### config.mk
export PLATFORM = sky130hd
export DESIGN_NAME = load_store_unit_flat
export DESIGN_NICKNAME = d
export VERILOG_FILES = /design/src/rtl/load_store_unit_if.sv /design/src/rtl/load_store_unit.sv /design/src/flat_wrapper.sv
export SDC_FILE = /design/constraint.sdc
export NUM_CORES = 1
export LEC_CHECK = 0
export CAP_MARGIN = 25
export CORE_MARGIN = 2
export CORE_UTILIZATION = 27
export CTS_CLUSTER_DIAMETER = 80
export CTS_CLUSTER_SIZE = 16
export DETAILED_ROUTE_END_ITERATION = 8
export SLEW_MARGIN = 20
export SYNTH_ARGS = -nofsm -noshare
export SYNTH_HDL_FRONTEND = slang
export SYNTH_SLANG_ARGS = --single-unit
### constraint.sdc
create_clock -name clk -period 2.5 [get_ports clk]
set_clock_uncertainty 0.2 [all_clocks]
set_input_delay 0.75 -clock clk [delete_from_list [all_inputs] [get_ports clk]]
set_output_delay 0.75 -clock clk [all_outputs]
set_load 0.05 [all_outputs]
### src/rtl/load_store_unit_if.sv
// Data-memory bus between the load/store unit (master) and memory (slave).
// Request side is registered in the master; rdata is only meaningful while ack is high.
interface load_store_unit_if;
    logic        bus_req;
    logic        bus_we;
    logic [31:0] bus_addr;
    logic [3:0]  bus_be;
    logic [31:0] bus_wdata;
    logic [31:0] bus_rdata;
    logic        bus_ack;

    modport master (
        output bus_req, bus_we, bus_addr, bus_be, bus_wdata,
        input  bus_rdata, bus_ack
    );

    modport slave (
        input  bus_req, bus_we, bus_addr, bus_be, bus_wdata,
        output bus_rdata, bus_ack
    );
endinterface

### src/rtl/load_store_unit.sv
// RV32I MEM-stage load/store responder: 3+ cycles per access (request, BUSY until ack, DONE).
// Backpressure: stall holds the pipeline from acceptance through the ack cycle; timeout aborts.
module load_store_unit #(
    parameter int unsigned TIMEOUT = 255
) (
    input  logic        clk,
    input  logic        reset,
    input  logic        MemRead,
    input  logic        MemWrite,
    input  logic [2:0]  func3,
    input  logic [31:0] addr,
    input  logic [31:0] wdata,
    output logic [31:0] rdata,
    output logic        stall,
    output logic        fault,
    load_store_unit_if.master bus
);

    typedef enum logic [1:0] {IDLE, BUSY, DONE} state_t;

    state_t      r_state, w_next;
    logic        r_req, r_we, r_tmo;
    logic [31:0] r_addr, r_wdata, r_rdata;
    logic [3:0]  r_be;
    logic [15:0] r_cnt;
    logic [2:0]  r_f3;
    logic [1:0]  r_lane;

    logic        w_req, w_ld_ok, w_st_ok, w_misal, w_illegal, w_tmo_hit;
    logic [3:0]  w_be;
    logic [31:0] w_wd, w_ext;
    logic [7:0]  w_byte;
    logic [15:0] w_half;

    assign w_req     = MemRead | MemWrite;
    assign w_st_ok   = !func3[2] && (func3[1:0] != 2'b11);
    assign w_misal   = ((func3[1:0] == 2'b01) && addr[0]) ||
                       ((func3[1:0] == 2'b10) && (addr[1:0] != 2'b00));
    assign w_illegal = w_req && ((MemRead && MemWrite) || (MemRead && !w_ld_ok) ||
                                 (MemWrite && !w_st_ok) || w_misal);
    assign w_tmo_hit = (r_cnt == 16'(TIMEOUT - 1));

    always_comb begin
        case (func3)
            3'b000, 3'b001, 3'b010, 3'b100, 3'b101: w_ld_ok = 1'b1;
            default:                                w_ld_ok = 1'b0;
        endcase
    end

    // Store lanes: enables and replicated data; loads always fetch the whole word.
    always_comb begin
        w_be = 4'b1111;
        w_wd = wdata;
        if (MemWrite) begin
            case (func3[1:0])
                2'b00: begin
                    w_be = 4'b0001 << addr[1:0];
                    w_wd = {4{wdata[7:0]}};
                end
                2'b01: begin
                    w_be = 4'b0011 << {addr[1], 1'b0};
                    w_wd = {2{wdata[15:0]}};
                end
                default: begin
                    w_be = 4'b1111;
                    w_wd = wdata;
                end
            endcase
        end
    end

    always_comb begin
        case (r_lane)
            2'b00:   w_byte = bus.bus_rdata[7:0];
            2'b01:   w_byte = bus.bus_rdata[15:8];
            2'b10:   w_byte = bus.bus_rdata[23:16];
            default: w_byte = bus.bus_rdata[31:24];
        endcase
        w_half = r_lane[1] ? bus.bus_rdata[31:16] : bus.bus_rdata[15:0];
        case (r_f3)
            3'b000:  w_ext = {{24{w_byte[7]}}, w_byte};
            3'b001:  w_ext = {{16{w_half[15]}}, w_half};
            3'b100:  w_ext = {24'b0, w_byte};
            3'b101:  w_ext = {16'b0, w_half};
            default: w_ext = bus.bus_rdata;
        endcase
    end

    always_ff @(posedge clk) begin
        if (reset) r_state <= IDLE;
        else       r_state <= w_next;
    end

    always_comb begin
        w_next = r_state;
        stall  = 1'b0;
        fault  = 1'b0;
        case (r_state)
            IDLE: begin
                if (w_illegal) begin
                    fault = 1'b1;
                end else if (w_req) begin
                    stall  = 1'b1;
                    w_next = BUSY;
                end
            end
            BUSY: begin
                stall = 1'b1;
                if (bus.bus_ack || w_tmo_hit) w_next = DONE;
            end
            DONE: begin
                fault  = r_tmo;
                w_next = IDLE;
            end
            default: w_next = IDLE;
        endcase
    end

    always_ff @(posedge clk) begin
        if (reset) begin
            r_req   <= 1'b0;
            r_we    <= 1'b0;
            r_addr  <= '0;
            r_be    <= '0;
            r_wdata <= '0;
            r_rdata <= '0;
            r_cnt   <= '0;
            r_f3    <= '0;
            r_lane  <= '0;
            r_tmo   <= 1'b0;
        end else begin
            case (r_state)
                IDLE: begin
                    if (w_req && !w_illegal) begin
                        r_req   <= 1'b1;
                        r_we    <= MemWrite;
                        r_addr  <= {addr[31:2], 2'b00};
                        r_be    <= w_be;
                        r_wdata <= w_wd;
                        r_f3    <= func3;
                        r_lane  <= addr[1:0];
                        r_cnt   <= '0;
                    end
                end
                BUSY: begin
                    // A late ack on the final cycle still wins over the timeout.
                    if (bus.bus_ack) begin
                        r_req <= 1'b0;
                        if (!r_we) r_rdata <= w_ext;
                    end else if (w_tmo_hit) begin
                        r_req <= 1'b0;
                        r_tmo <= 1'b1;
                        if (!r_we) r_rdata <= '0;
                    end else begin
                        r_cnt <= r_cnt + 16'd1;
                    end
                end
                DONE:    r_tmo <= 1'b0;
                default: ;
            endcase
        end
    end

    assign rdata         = r_rdata;
    assign bus.bus_req   = r_req;
    assign bus.bus_we    = r_we;
    assign bus.bus_addr  = r_addr;
    assign bus.bus_be    = r_be;
    assign bus.bus_wdata = r_wdata;

endmodule

### src/flat_wrapper.sv
// flat-port wrapper written by rule: the top's interface ports become plain ports
module load_store_unit_flat 
#(
    parameter int unsigned TIMEOUT = 255
)
  (clk, reset, MemRead, MemWrite, func3, addr, wdata, rdata, stall, fault, bus_bus_req, bus_bus_we, bus_bus_addr, bus_bus_be, bus_bus_wdata, bus_bus_rdata, bus_bus_ack);
  load_store_unit_if bus_i ();
  input  logic clk;
  input  logic reset;
  input  logic MemRead;
  input  logic MemWrite;
  input  logic [2:0] func3;
  input  logic [31:0] addr;
  input  logic [31:0] wdata;
  output logic [31:0] rdata;
  output logic stall;
  output logic fault;
  output wire logic [$bits(bus_i.bus_req)-1:0] bus_bus_req;
  output wire logic [$bits(bus_i.bus_we)-1:0] bus_bus_we;
  output wire logic [$bits(bus_i.bus_addr)-1:0] bus_bus_addr;
  output wire logic [$bits(bus_i.bus_be)-1:0] bus_bus_be;
  output wire logic [$bits(bus_i.bus_wdata)-1:0] bus_bus_wdata;
  input wire logic [$bits(bus_i.bus_rdata)-1:0] bus_bus_rdata;
  input wire logic [$bits(bus_i.bus_ack)-1:0] bus_bus_ack;
  assign bus_bus_req = bus_i.bus_req;
  assign bus_bus_we = bus_i.bus_we;
  assign bus_bus_addr = bus_i.bus_addr;
  assign bus_bus_be = bus_i.bus_be;
  assign bus_bus_wdata = bus_i.bus_wdata;
  assign bus_i.bus_rdata = bus_bus_rdata;
  assign bus_i.bus_ack = bus_bus_ack;
  load_store_unit #(.TIMEOUT(TIMEOUT)) u_core (.clk(clk), .reset(reset), .MemRead(MemRead), .MemWrite(MemWrite), .func3(func3), .addr(addr), .wdata(wdata), .rdata(rdata), .stall(stall), .fault(fault), .bus(bus_i));
endmodule
Word level (Yosys, flattened, before mapping) --
Cells that the tools add are included.
Word-level totals: word-level logic and storage cells 104, input port bits 104, output and inout port bits 104, flip-flop bits (word level) 124
Operators by class: shift-type cells 2, reductions and logical operators 33, equality and inequality tests 23, mux-type cells 32, bitwise gates (word level) 2, add/sub/neg operators 1
Operator list (number):
- 32-bit 2-to-1 mux | 5
- 32-bit one-hot mux with 4 select lines | 1
- 16-bit 2-to-1 mux | 4
- 32-bit one-hot mux with 2 select lines | 1
- 16-bit one-hot mux with 2 select lines | 1
- 8-bit one-hot mux with 3 select lines | 1
- 16-bit by 1-bit adder with 16-bit output, second input constant | 1
- 16-bit by 8-bit == test with 1-bit output, second input constant | 1
- 3-bit == test, second input constant | 4
- 3-bit AND reduction | 4
- 1-bit 2-to-1 mux | 9
- 1-bit logical AND | 8
- 2-bit by 1-bit != test with 1-bit output, second input constant | 4
- 2-bit != test, second input constant | 4
- 1-bit one-hot mux with 2 select lines | 4
- 4-bit one-hot mux with 2 select lines | 1
- 2-bit nonzero test | 4
- 2-bit by 1-bit == test with 1-bit output, second input constant | 3
- 2-bit == test, second input constant | 3
- 3-bit by 1-bit == test with 1-bit output, second input constant | 2
- 2-bit zero test | 3
- 3-bit zero test | 2
- 2-bit 2-to-1 mux | 3
- 1-bit logical OR | 5
- other kinds (12) | 15

Logic depth before layout (Yosys ltp) --
Gate-level depths: netlist (run 1).
word-level depth 13, depth in mapped cells 8, gate-level depth less buffers 6

Worst setup path after synthesis (run 1) --
OpenSTA, ideal clock, no wires.
path kind input to output, from input MemRead, to output stall, required time 1.550 ns, slack -0.513 ns, buffers on the path 1, stages on the path 4, data arrival time 2.063 ns, path through a2111oi_0 -> o2111ai_1 -> clkbuf_1 -> nand2_1
On the way: cells in the longest elaborated chain, start to end 7, elaborated cells between the ends (all ways) 10, those cells by class mux: 3; bitwise: 1; reduce/logical: 6
RTL lines:
- start, declared | line flat_wrapper.sv:10 | input logic MemRead;
- 1-bit logical AND | line load_store_unit.sv:39 | assign w_illegal = w_req && ((MemRead && MemWrite) || (MemRead && !w_ld_ok) ||
- 1-bit logical OR (2 in a row) | line load_store_unit.sv:39
- 1-bit logical OR | line load_store_unit.sv:40 | (MemWrite && !w_st_ok) || w_misal);
- 1-bit logical AND | line load_store_unit.sv:39
- 1-bit 2-to-1 mux * | line load_store_unit.sv:100 | if (w_illegal) begin
- 1-bit one-hot mux with 2 select lines * | line load_store_unit.sv:98 | case (r_state)
- end, declared | line flat_wrapper.sv:16 | output logic stall;
Mark *: on every way between the ends. The rest lies on a longest branch, timed or not.

Worst setup path after layout (run 1) --
Ends and elaborated chain as after synthesis.

==> results of run 1 <==
-- what timing repair did --
action	4_1_cts	5_1_grt
pin swaps	5	4
buffers inserted	1	0
gates resized for setup	97	4
setup endpoints to repair	146	48
cloned	0	2
-- synth_stat cells (3+ instances only) --
master,n,area (µm²)
sky130_fd_sc_hd__nand2_1,23,86.3
sky130_fd_sc_hd__buf_1,5,18.8
sky130_fd_sc_hd__clkbuf_1,50,188
sky130_fd_sc_hd__a32o_1,7,70.1
sky130_fd_sc_hd__nand3_1,50,250
sky130_fd_sc_hd__dfxtp_1,124,2480
sky130_fd_sc_hd__a21oi_1,94,470
sky130_fd_sc_hd__o32ai_1,31,272
sky130_fd_sc_hd__buf_2,8,40.0
sky130_fd_sc_hd__o2111ai_1,17,149
sky130_fd_sc_hd__nor2b_1,23,144
sky130_fd_sc_hd__nand2b_1,5,31.3
sky130_fd_sc_hd__o21ai_0,76,380
sky130_fd_sc_hd__or3_1,10,62.6
sky130_fd_sc_hd__inv_1,47,176
sky130_fd_sc_hd__o31ai_1,10,75.1
sky130_fd_sc_hd__nand4_1,5,31.3
sky130_fd_sc_hd__nor4_1,3,18.8
sky130_fd_sc_hd__nor2_1,18,67.6
sky130_fd_sc_hd__nor3_1,11,55.1
sky130_fd_sc_hd__mux2i_1,29,290
sky130_fd_sc_hd__or4_1,10,75.1
sky130_fd_sc_hd__a211oi_1,8,60.1
sky130_fd_sc_hd__buf_4,4,30.0
-- stage by stage --
step	hold WS, ps	area, µm²	util (%)	setup slack [ps]	power, W
final	266	9080	42.9	-257	0.00572
after global placement	259	8530	40.3	-753	0.00343
after global routing	289	9080	42.9	-310	0.00596
after floorplan	250	5910	-	-32.9	0.00287
after detailed placement	259	8530	40.3	-803	0.00343
after CTS	272	9010	42.6	-279	0.00578
-- worst max-delay path: stages --
cell and delay [ps]:
sky130_fd_sc_hd__buf_8 110, sky130_fd_sc_hd__a2111oi_4 370, sky130_fd_sc_hd__buf_4 190, sky130_fd_sc_hd__o2111ai_4 150
sky130_fd_sc_hd__nand2_8 100, sky130_fd_sc_hd__buf_12 130
-- worst max-delay path by stage --
stage	cells past startpoint	end	slack (ps)
2_1_floorplan	4	stall	-30
3_3_place_gp	8	u_core.bus.bus_be[3]	-750
3_5_place_dp	8	u_core.bus.bus_be[1]	-800
4_1_cts	6	fault	-280
5_1_grt	6	stall	-310
6_report	6	stall	-260
-- power by group through the flow --
stage | combinational [W] | clock (W) | sequential (W)
after global routing | 0.00130 | 0.00251 | 0.00214
after global placement | 0.00125 | 0 | 0.00217
after floorplan | 0.000407 | 0 | 0.00246
after CTS | 0.00122 | 0.00242 | 0.00213
final | 0.00122 | 0.00237 | 0.00213
after detailed placement | 0.00126 | 0 | 0.00217
-- per-layer routing --
layer,share of wire [%],vias up
li1,-,3036
met1,43,2858
met2,47,215
met3,9.3,15
met4,0.72,0
met5,0,-
-- sequential cells by signal, summed over array words and instances (netlist names) --
name	cells
u_core.r_tmo	1
u_core.bus.bus_req	1
u_core.r_f3	3
u_core.bus.bus_we	1
u_core.bus.bus_addr	30
u_core.bus.bus_be	4
u_core.r_state	2
u_core.r_cnt	16
u_core.rdata	32
u_core.r_lane	2
u_core.bus.bus_wdata	32
-- cell families after synthesis --
group,count (synthesis),synth area share (%)
buf+inv,115,7.93
mux,29,4.96
flops,124,42.4
fa+ha+maj,2,0.427
compound gates,259,27.7
other cells,1,0.0641
xor+xnor,2,0.299
simple gates,172,16.2
-- cell type report --
cell class	instances	area (µm²)	area share, %
multi-input combinational	466	2990	32.9
timing repair buffer	267	2520	27.8
sequential	124	2480	27.3
clock buffer	18	439	4.84
tap	275	344	3.79
inverter	47	176	1.94
clock inverter	14	121	1.34
antenna	1	2.50	0.0276
==> impl_metrics.yaml, run 1 <==
run_status:
  result_of_the_run: "finished with violations"
  violated_checks: "negative setup slack"
cells_and_area:
  finalNonFillerCells: 1212
  area_delta_synth_final_pct: 55.2
  layout_cell_share_with_drive_strength_beyond_1_pct: 16.0
  layout.nets: 1029
  layout.cells.most_common_list: "sky130_fd_sc_hd__dfxtp_1, sky130_fd_sc_hd__clkdlybuf4s50_1, sky130_fd_sc_hd__a21oi_1"
  nFillCells: 2117
  layout_commonest_cell: "sky130_fd_sc_hd__dfxtp_1"
worst_setup_path:
  r2r-start: "u_core.r_cnt[0]"
  critPathLaunch: "MemRead"
  critical_path_class: "input port to output port"
  timing.reg2reg.setup_slack_ps: 80
  crit_path_end_kind: "output port"
  worst_setup_path_start_kind: "input port"
  worstPathRequired_ps: 1550
  rr_endpoint: "u_core.rdata[28]"
  worst_ep_arrival_time_ps: 1810
  reg2reg_depth: 7
  path_max_fanout: 3
clock_tree:
  largest_buffer_count_on_any_clock_path: 2
  cts_made_buffers: 17
  tritoncts_clock_tree: "yes"
  clock_tree.root_cell: "sky130_fd_sc_hd__clkbuf_16"
  clkLatencyLatePin_ps: 410
  cts-hold-fix-buffers: 0
  h-tree-depth: 4
  cts.reportedPaths.clkPinSlew_ps: 60
  clock-sinks: 124
global_route:
  grt_first_pass_wirelength_um: 32000
  grt_max_degree: 65
  grt_most_used_layer: "met2"
  number_of_global_route_vias_before_repair: 5860
  global_routing_met1_resource_utilization_pct: 23.0
  globalRoute.totalOverflow: 0
  grt.met3_usage_pct: 6.63
  all_layer_global_routing_usage_pct: 17.9
  grt_antenna_before_repair: 1
  grt.met2_usage_pct: 28.6
pwr:
  sw_frac_of_total_pct: 31.2
  total_leakage_power_nw: 3.53
  power_density_nw_per_um2: 630
  total_switching_power_w: 0.00178
  ir_worst_vdd_v: 0.000475
  pwr-share-seq_pct: 37.2
  combPwrFrac_pct: 21.4
  clockPowerShare_pct: 41.4
  power_report.internal_total_w: 0.00394
floorplan:
  die_w_um: 151
  start_util_pct: 27.7
  std_cell_rows: 53
  die_h_um: 151
  io_pins: 208
  design.core.area_um2: 21200
  dieArea_um2: 22900
placed_design:
  dpl.hpwl_um: 14600
  buffer_ports.inserted: 205
  placed_cells: 1176
  gpl.final_weighted_congestion: 0.784
drt:
  drt-pass1-iter-count: 4
  drcViolationCount: 0
  viasPerCell: 5.05
  vias: 6124
  first_iter_violations: 310
  wl_um: 20900
  drt-wirelength-per-cell_um: 17.3
  final_antenna_net_count: 0
run:
  drv_cap: 0
worst_hold_path:
  hold_path.startpoint: "u_core.rdata[9]"
  holdCritPathClass: "flop to flop"
  whs_endpoint: "u_core.rdata[9]"
  cell_depth_of_the_worst_hold_path: 2
sta:
  layout_setup_ws_ps: -257
  drv_slew: 0
  fin_setup_tns_ps: -476
  setup_repair_after_global_routing_missed_its_margin: "yes"
  setup_viol: 2
  worst_slew_margin_relative_to_its_limit_pct: 50.4
  final.min_clock_period_ps: 2760
  min_period_over_period_pct: 110
  final-hold-violation-count: 0
  highest_clock_frequency_the_design_can_meet_mhz: 363
  worst-slew-pin-transition_ps: 742
synth:
  synth_ff_type: "sky130_fd_sc_hd__dfxtp_1"
  ys_seq_area_share_pct: 42.4
  yosys_register_bits: 124
  synth_edf_count: 0
  synth-warning-count: 0
  synthesis.area_um2: 5850
  postSynthAreaPerCell_um2: 8.31
  ys_types: 53
  postSynthCellCount: 704
  synth-async-reset-ratio_pct: 0
(Power assumes the default switching activity.)
==> run 2, diff against run 1 <==
--- a/config.mk
+++ b/config.mk
@@ -11,6 +11,7 @@
 export CTS_CLUSTER_DIAMETER = 80
 export CTS_CLUSTER_SIZE = 16
 export DETAILED_ROUTE_END_ITERATION = 8
+export SKIP_LAST_GASP = 1
 export SLEW_MARGIN = 20
 export SYNTH_ARGS = -nofsm -noshare
 export SYNTH_HDL_FRONTEND = slang
==> impl_metrics.yaml, run 2 (synthesis gave the netlist of run 1 again) <==
sta:
  min_period_over_period_pct: 110
  worst_slew_margin_relative_to_its_limit_pct: 50.4
  worst-slew-pin-transition_ps: 742
  final.min_clock_period_ps: 2760
  layout_setup_ws_ps: -257
  setup_repair_after_global_routing_missed_its_margin: "yes"
  final-hold-violation-count: 0
  drv_slew: 0
  setup_viol: 2
  highest_clock_frequency_the_design_can_meet_mhz: 363
pwr:
  ir_worst_vdd_v: 0.000475
  total_leakage_power_nw: 3.53
  power_density_nw_per_um2: 630
worst_setup_path:
  critical_path.slowest_cell: "sky130_fd_sc_hd__a2111oi_4"
  critPathBufInv: 3
  path_delay_family: "compound AO/OA/AOI/OAI gates"
  worst_ep_arrival_time_ps: 1810
  worst_setup_path_start_kind: "input port"
  r2r-start: "u_core.r_cnt[0]"
  slowest_delay_ps: 370
  crit_path_end_kind: "output port"
  timing.reg2reg.setup_slack_ps: 80
  critical_path_class: "input port to output port"
  path_max_fanout: 3
  worstPathRequired_ps: 1550
  crit_path_cell_trace: "buf_8 > a2111oi_4 > buf_4 > o2111ai_4 > nand2_8 > buf_12"
  rr_endpoint: "u_core.rdata[28]"
  reg2reg_depth: 7
global_route:
  all_layer_global_routing_usage_pct: 17.9
  grt_antenna_before_repair: 1
  globalRoute.totalOverflow: 0
  number_of_global_route_vias_before_repair: 5860
  grt_max_degree: 65
  grt_first_pass_wirelength_um: 32000
drt:
  wl_um: 20900
  viasPerCell: 5.05
  vias: 6124
  drcViolationCount: 0
  drt-pass1-iter-count: 4
  drt-wirelength-per-cell_um: 17.3
  first_iter_violations: 310
  final_antenna_net_count: 0
floorplan:
  die_w_um: 151
  design.core.area_um2: 21200
  die_h_um: 151
  std_cell_rows: 53
  start_util_pct: 27.7
  dieArea_um2: 22900
  io_pins: 208
cells_and_area:
  layout.cells.most_common_list: "sky130_fd_sc_hd__dfxtp_1, sky130_fd_sc_hd__clkdlybuf4s50_1, sky130_fd_sc_hd__a21oi_1"
  layout.nets: 1029
  finalNonFillerCells: 1212
  area_delta_synth_final_pct: 55.1
  layout_cell_share_with_drive_strength_beyond_1_pct: 16.0
  layout_commonest_cell: "sky130_fd_sc_hd__dfxtp_1"
placed_design:
  gpl.final_weighted_congestion: 0.784
  dpl.hpwl_um: 14600
  buffer_ports.inserted: 205
  detailedPlace.worstSlack_ps: -803
  placed_cells: 1176
clock_tree:
  clock_tree.root_cell: "sky130_fd_sc_hd__clkbuf_16"
  largest_buffer_count_on_any_clock_path: 2
  cts_made_buffers: 17
  clkLatencyLatePin_ps: 410
  tritoncts_clock_tree: "yes"
  h-tree-depth: 4
  cts.reportedPaths.clkPinSlew_ps: 60
  clock-sinks: 124
worst_hold_path:
  holdCritPathClass: "flop to flop"
  hold_path.startpoint: "u_core.rdata[9]"
  whs_endpoint: "u_core.rdata[9]"
  cell_depth_of_the_worst_hold_path: 2
run:
  drv_cap: 0
run_status:
  violated_checks: "negative setup slack"
  result_of_the_run: "finished with violations"
[run 2: cell count changes in the layout (fill, tap and decap cells not counted)]
cell                     previous run  this run
sky130_fd_sc_hd__buf_12            12        11
sky130_fd_sc_hd__buf_8              1         2
[run 2: per-stage QoR]
stage               utilization (%)  setup TNS [ps]  power (W)  instance area (µm²)  hold slack, ps
floorplan                         -           -32.9    0.00287                 5910             250
global placement               40.3          -51060    0.00343                 8530             259
detailed placement             40.3          -54120    0.00343                 8530             259
CTS                            42.6            -548    0.00578                 9010             272
global route                   42.9           -1030    0.00596                 9080             289
finish                         42.9            -475    0.00572                 9080             266
[run 2: how the worst max path moves through the flow]
stage | from | endpoint | slack (ps) | depth (start not counted)
3_5_place_dp | MemRead | u_core.bus.bus_be[1] | -800 | 8
5_1_grt | MemRead | stall | -310 | 6
3_3_place_gp | MemRead | u_core.bus.bus_be[3] | -750 | 8
2_1_floorplan | MemRead | stall | -30 | 4
6_report | MemRead | stall | -260 | 6
4_1_cts | MemRead | fault | -280 | 6
[run 2: what timing repair did]
action                                  CTS  global route
endpoints found under the setup margin  146            48
hold buffers                              0             0
setup buffers                             1             0
resized for setup                        97             3
cloned                                    0             2
pin swaps                                 5             4
endpoints found under the hold margin     0             0
[run 2: cell type report]
type,instances,area [µm²]
antenna,1,2.50
clock buffer,18,439
clock inverter,14,121
fill,2118,12100
inverter,47,176
multi-input combinational,466,2990
sequential,124,2480
tap,275,344
timing repair buffer,267,2520
[run 2: routing by layer]
| metal | vias to the layer above | share of wire (%) | global-route usage [%] |
|---|---|---|---|
| met4 | 0 | 0.72 | 4.25 |
| met5 | - | 0 | 0 |
| met3 | 15 | 9.3 | 6.63 |
| li1 | 3036 | - | - |
| met1 | 2858 | 43 | 23.0 |
| met2 | 215 | 47 | 28.6 |
[run 2: power breakdown]
group	switching (W)	leakage [nW]	total (W)	internal, W
clock	0.000976	0.272	0.00237	0.00139
sequential	0.0000593	1.01	0.00213	0.00207
combinational	0.000749	2.25	0.00122	0.000473
total	0.00178	3.53	0.00572	0.00394
[run 2: worst register-to-register path, delay by kind of cell, from the launching register on]
family	cells	cell delay, ps
AOI/OAI and AO/OA	2	370
adders and majority gates	1	160
buffers and inverters	2	340
DFF	1	310
and+or+nand+nor	2	920
==> run 3, diff against run 2 <==
--- a/config.mk
+++ b/config.mk
@@ -11,6 +11,7 @@
 export CTS_CLUSTER_DIAMETER = 80
 export CTS_CLUSTER_SIZE = 16
 export DETAILED_ROUTE_END_ITERATION = 8
+export PLACE_DENSITY = 0.55
 export SKIP_LAST_GASP = 1
 export SLEW_MARGIN = 20
 export SYNTH_ARGS = -nofsm -noshare
==> impl_metrics.yaml, run 3 (synthesis gave the netlist of run 1 again) <==
run_status:
  result_of_the_run: "finished with violations"
  violated_checks: "negative setup slack"
clock_tree:
  cts.reportedPaths.clkPinSlew_ps: 60
  tritoncts_clock_tree: "yes"
  clock-sinks: 124
  largest_buffer_count_on_any_clock_path: 2
  cts-hold-fix-buffers: 0
  clock_tree.root_cell: "sky130_fd_sc_hd__clkbuf_16"
  h-tree-depth: 4
  clkLatencyLatePin_ps: 410
  cts_made_buffers: 17
floorplan:
  std_cell_rows: 53
  design.core.area_um2: 21200
  io_pins: 208
  die_h_um: 151
  start_util_pct: 27.7
  dieArea_um2: 22900
  die_w_um: 151
worst_setup_path:
  r2r-start: "u_core.r_cnt[0]"
  timing.reg2reg.setup_slack_ps: 160
  worst_setup_path_start_kind: "input port"
  critical_path_class: "input port to output port"
  worstPathRequired_ps: 1550
  reg2reg_depth: 7
  path_max_fanout: 2
  worst_ep_arrival_time_ps: 1780
  crit_path_end_kind: "output port"
  rr_endpoint: "u_core.rdata[6]"
sta:
  drv_slew: 0
  final.min_clock_period_ps: 2730
  highest_clock_frequency_the_design_can_meet_mhz: 366
  layout_setup_ws_ps: -234
  hold_slack_ps: 267
  worst_slew_margin_relative_to_its_limit_pct: 38.1
  fin_setup_tns_ps: -454
  final-hold-violation-count: 0
  worst-slew-pin-transition_ps: 926
  setup_viol: 2
  min_period_over_period_pct: 109
  setup_repair_after_global_routing_missed_its_margin: "yes"
drt:
  drcViolationCount: 0
  vias: 6116
  drt-pass1-iter-count: 4
  viasPerCell: 5.00
  final_antenna_net_count: 0
  first_iter_violations: 213
  drt-wirelength-per-cell_um: 17.1
  wl_um: 20900
cells_and_area:
  share_of_the_core_filled_with_cells_pct: 43.1
  layout_commonest_cell: "sky130_fd_sc_hd__dfxtp_1"
  layout.nets: 1039
  layout.cells.most_common_list: "sky130_fd_sc_hd__dfxtp_1, sky130_fd_sc_hd__clkdlybuf4s50_1, sky130_fd_sc_hd__buf_4"
  nFillCells: 2145
  area_delta_synth_final_pct: 55.6
  layout_cell_share_with_drive_strength_beyond_1_pct: 16.9
  design_area_um2: 9110
placed_design:
  gpl.final_weighted_congestion: 0.774
  postPlaceCellArea_um2: 8570
  buffer_ports.inserted: 205
  dpl.hpwl_um: 15000
pwr:
  sw_frac_of_total_pct: 30.8
  ir_worst_vdd_v: 0.000528
  clockPowerShare_pct: 42.9
  total_switching_power_w: 0.00181
  power_density_nw_per_um2: 644
  power_report.internal_total_w: 0.00406
  pwr-share-seq_pct: 36.2
  combPwrFrac_pct: 20.9
  total_leakage_power_nw: 3.58
  p_total_w: 0.00587
worst_hold_path:
  holdCritPathClass: "flop to flop"
  hold_path.startpoint: "u_core.rdata[28]"
  cell_depth_of_the_worst_hold_path: 2
  whs_endpoint: "u_core.rdata[28]"
global_route:
  number_of_global_route_vias_before_repair: 5943
  globalRoute.totalOverflow: 0
  all_layer_global_routing_usage_pct: 18.2
  grt_first_pass_wirelength_um: 32400
  grt_max_degree: 52
  grt_antenna_before_repair: 1
run:
  drv_cap: 0
run 3: cell types whose count changed in the layout (fill, tap and decap cells not counted), sizes merged, moves of 2 or more:
cell / previous run / this run
buf: 98 / 110
clkbuf: 20 / 18
clkinv: 8 / 5
inv: 49 / 52
run 3: layout make-up:
class / instances / area (µm²) / area share, %
timing repair buffer: 277 / 2520 / 27.7
multi-input combinational: 466 / 2980 / 32.7
clock inverter: 14 / 158 / 1.73
tap: 275 / 344 / 3.78
clock buffer: 18 / 439 / 4.82
inverter: 47 / 176 / 1.94
antenna: 2 / 5.00 / 0.0549
sequential: 124 / 2480 / 27.3
run 3: how the worst max path moves through the flow:
| stage | startpoint | endpoint | slack, ps | cells past startpoint |
|---|---|---|---|---|
| after floorplan | MemRead | stall | -30 | 4 |
| after global placement | MemRead | fault | -680 | 6 |
| after detailed placement | MemRead | fault | -670 | 6 |
| after CTS | func3[2] | fault | -280 | 6 |
| after global routing | MemRead | fault | -280 | 6 |
| final | MemRead | stall | -230 | 6 |
run 3: through the flow:
step,std cells,setup slack (ps)
2_1_floorplan,705,-32.9
3_3_place_gp,1187,-685
3_5_place_dp,1187,-667
4_1_cts,1221,-278
5_1_grt,1222,-283
6_report,1223,-234
run 3: what timing repair did:
item	CTS	global route
pin swaps	5	6
resized for setup	102	4
buffers inserted	2	0
endpoints found under the setup margin	149	43
run 3: critical path, cell delays in order:
cell,delay [ps]
sky130_fd_sc_hd__buf_8,100
sky130_fd_sc_hd__a2111oi_4,360
sky130_fd_sc_hd__buf_4,190
sky130_fd_sc_hd__o2111ai_4,150
sky130_fd_sc_hd__nand2_8,100
sky130_fd_sc_hd__buf_12,130
run 3: power by group through the flow:
stage               combinational (W)  sequential, W  clock [W]
floorplan                    0.000407        0.00246          0
global placement              0.00127        0.00217          0
detailed placement            0.00127        0.00217          0
CTS                           0.00123        0.00213    0.00258
global route                  0.00131        0.00214    0.00266
finish                        0.00122        0.00213    0.00252
run 3: per-layer routing:
metal  vias up  track usage, %  routed length [µm]
met5         -               0                   0
met4         0            5.37                 268
met3        15            5.90                1820
met2       205            29.0                9550
met1      2831            23.3                9310
li1       3065               -                   -
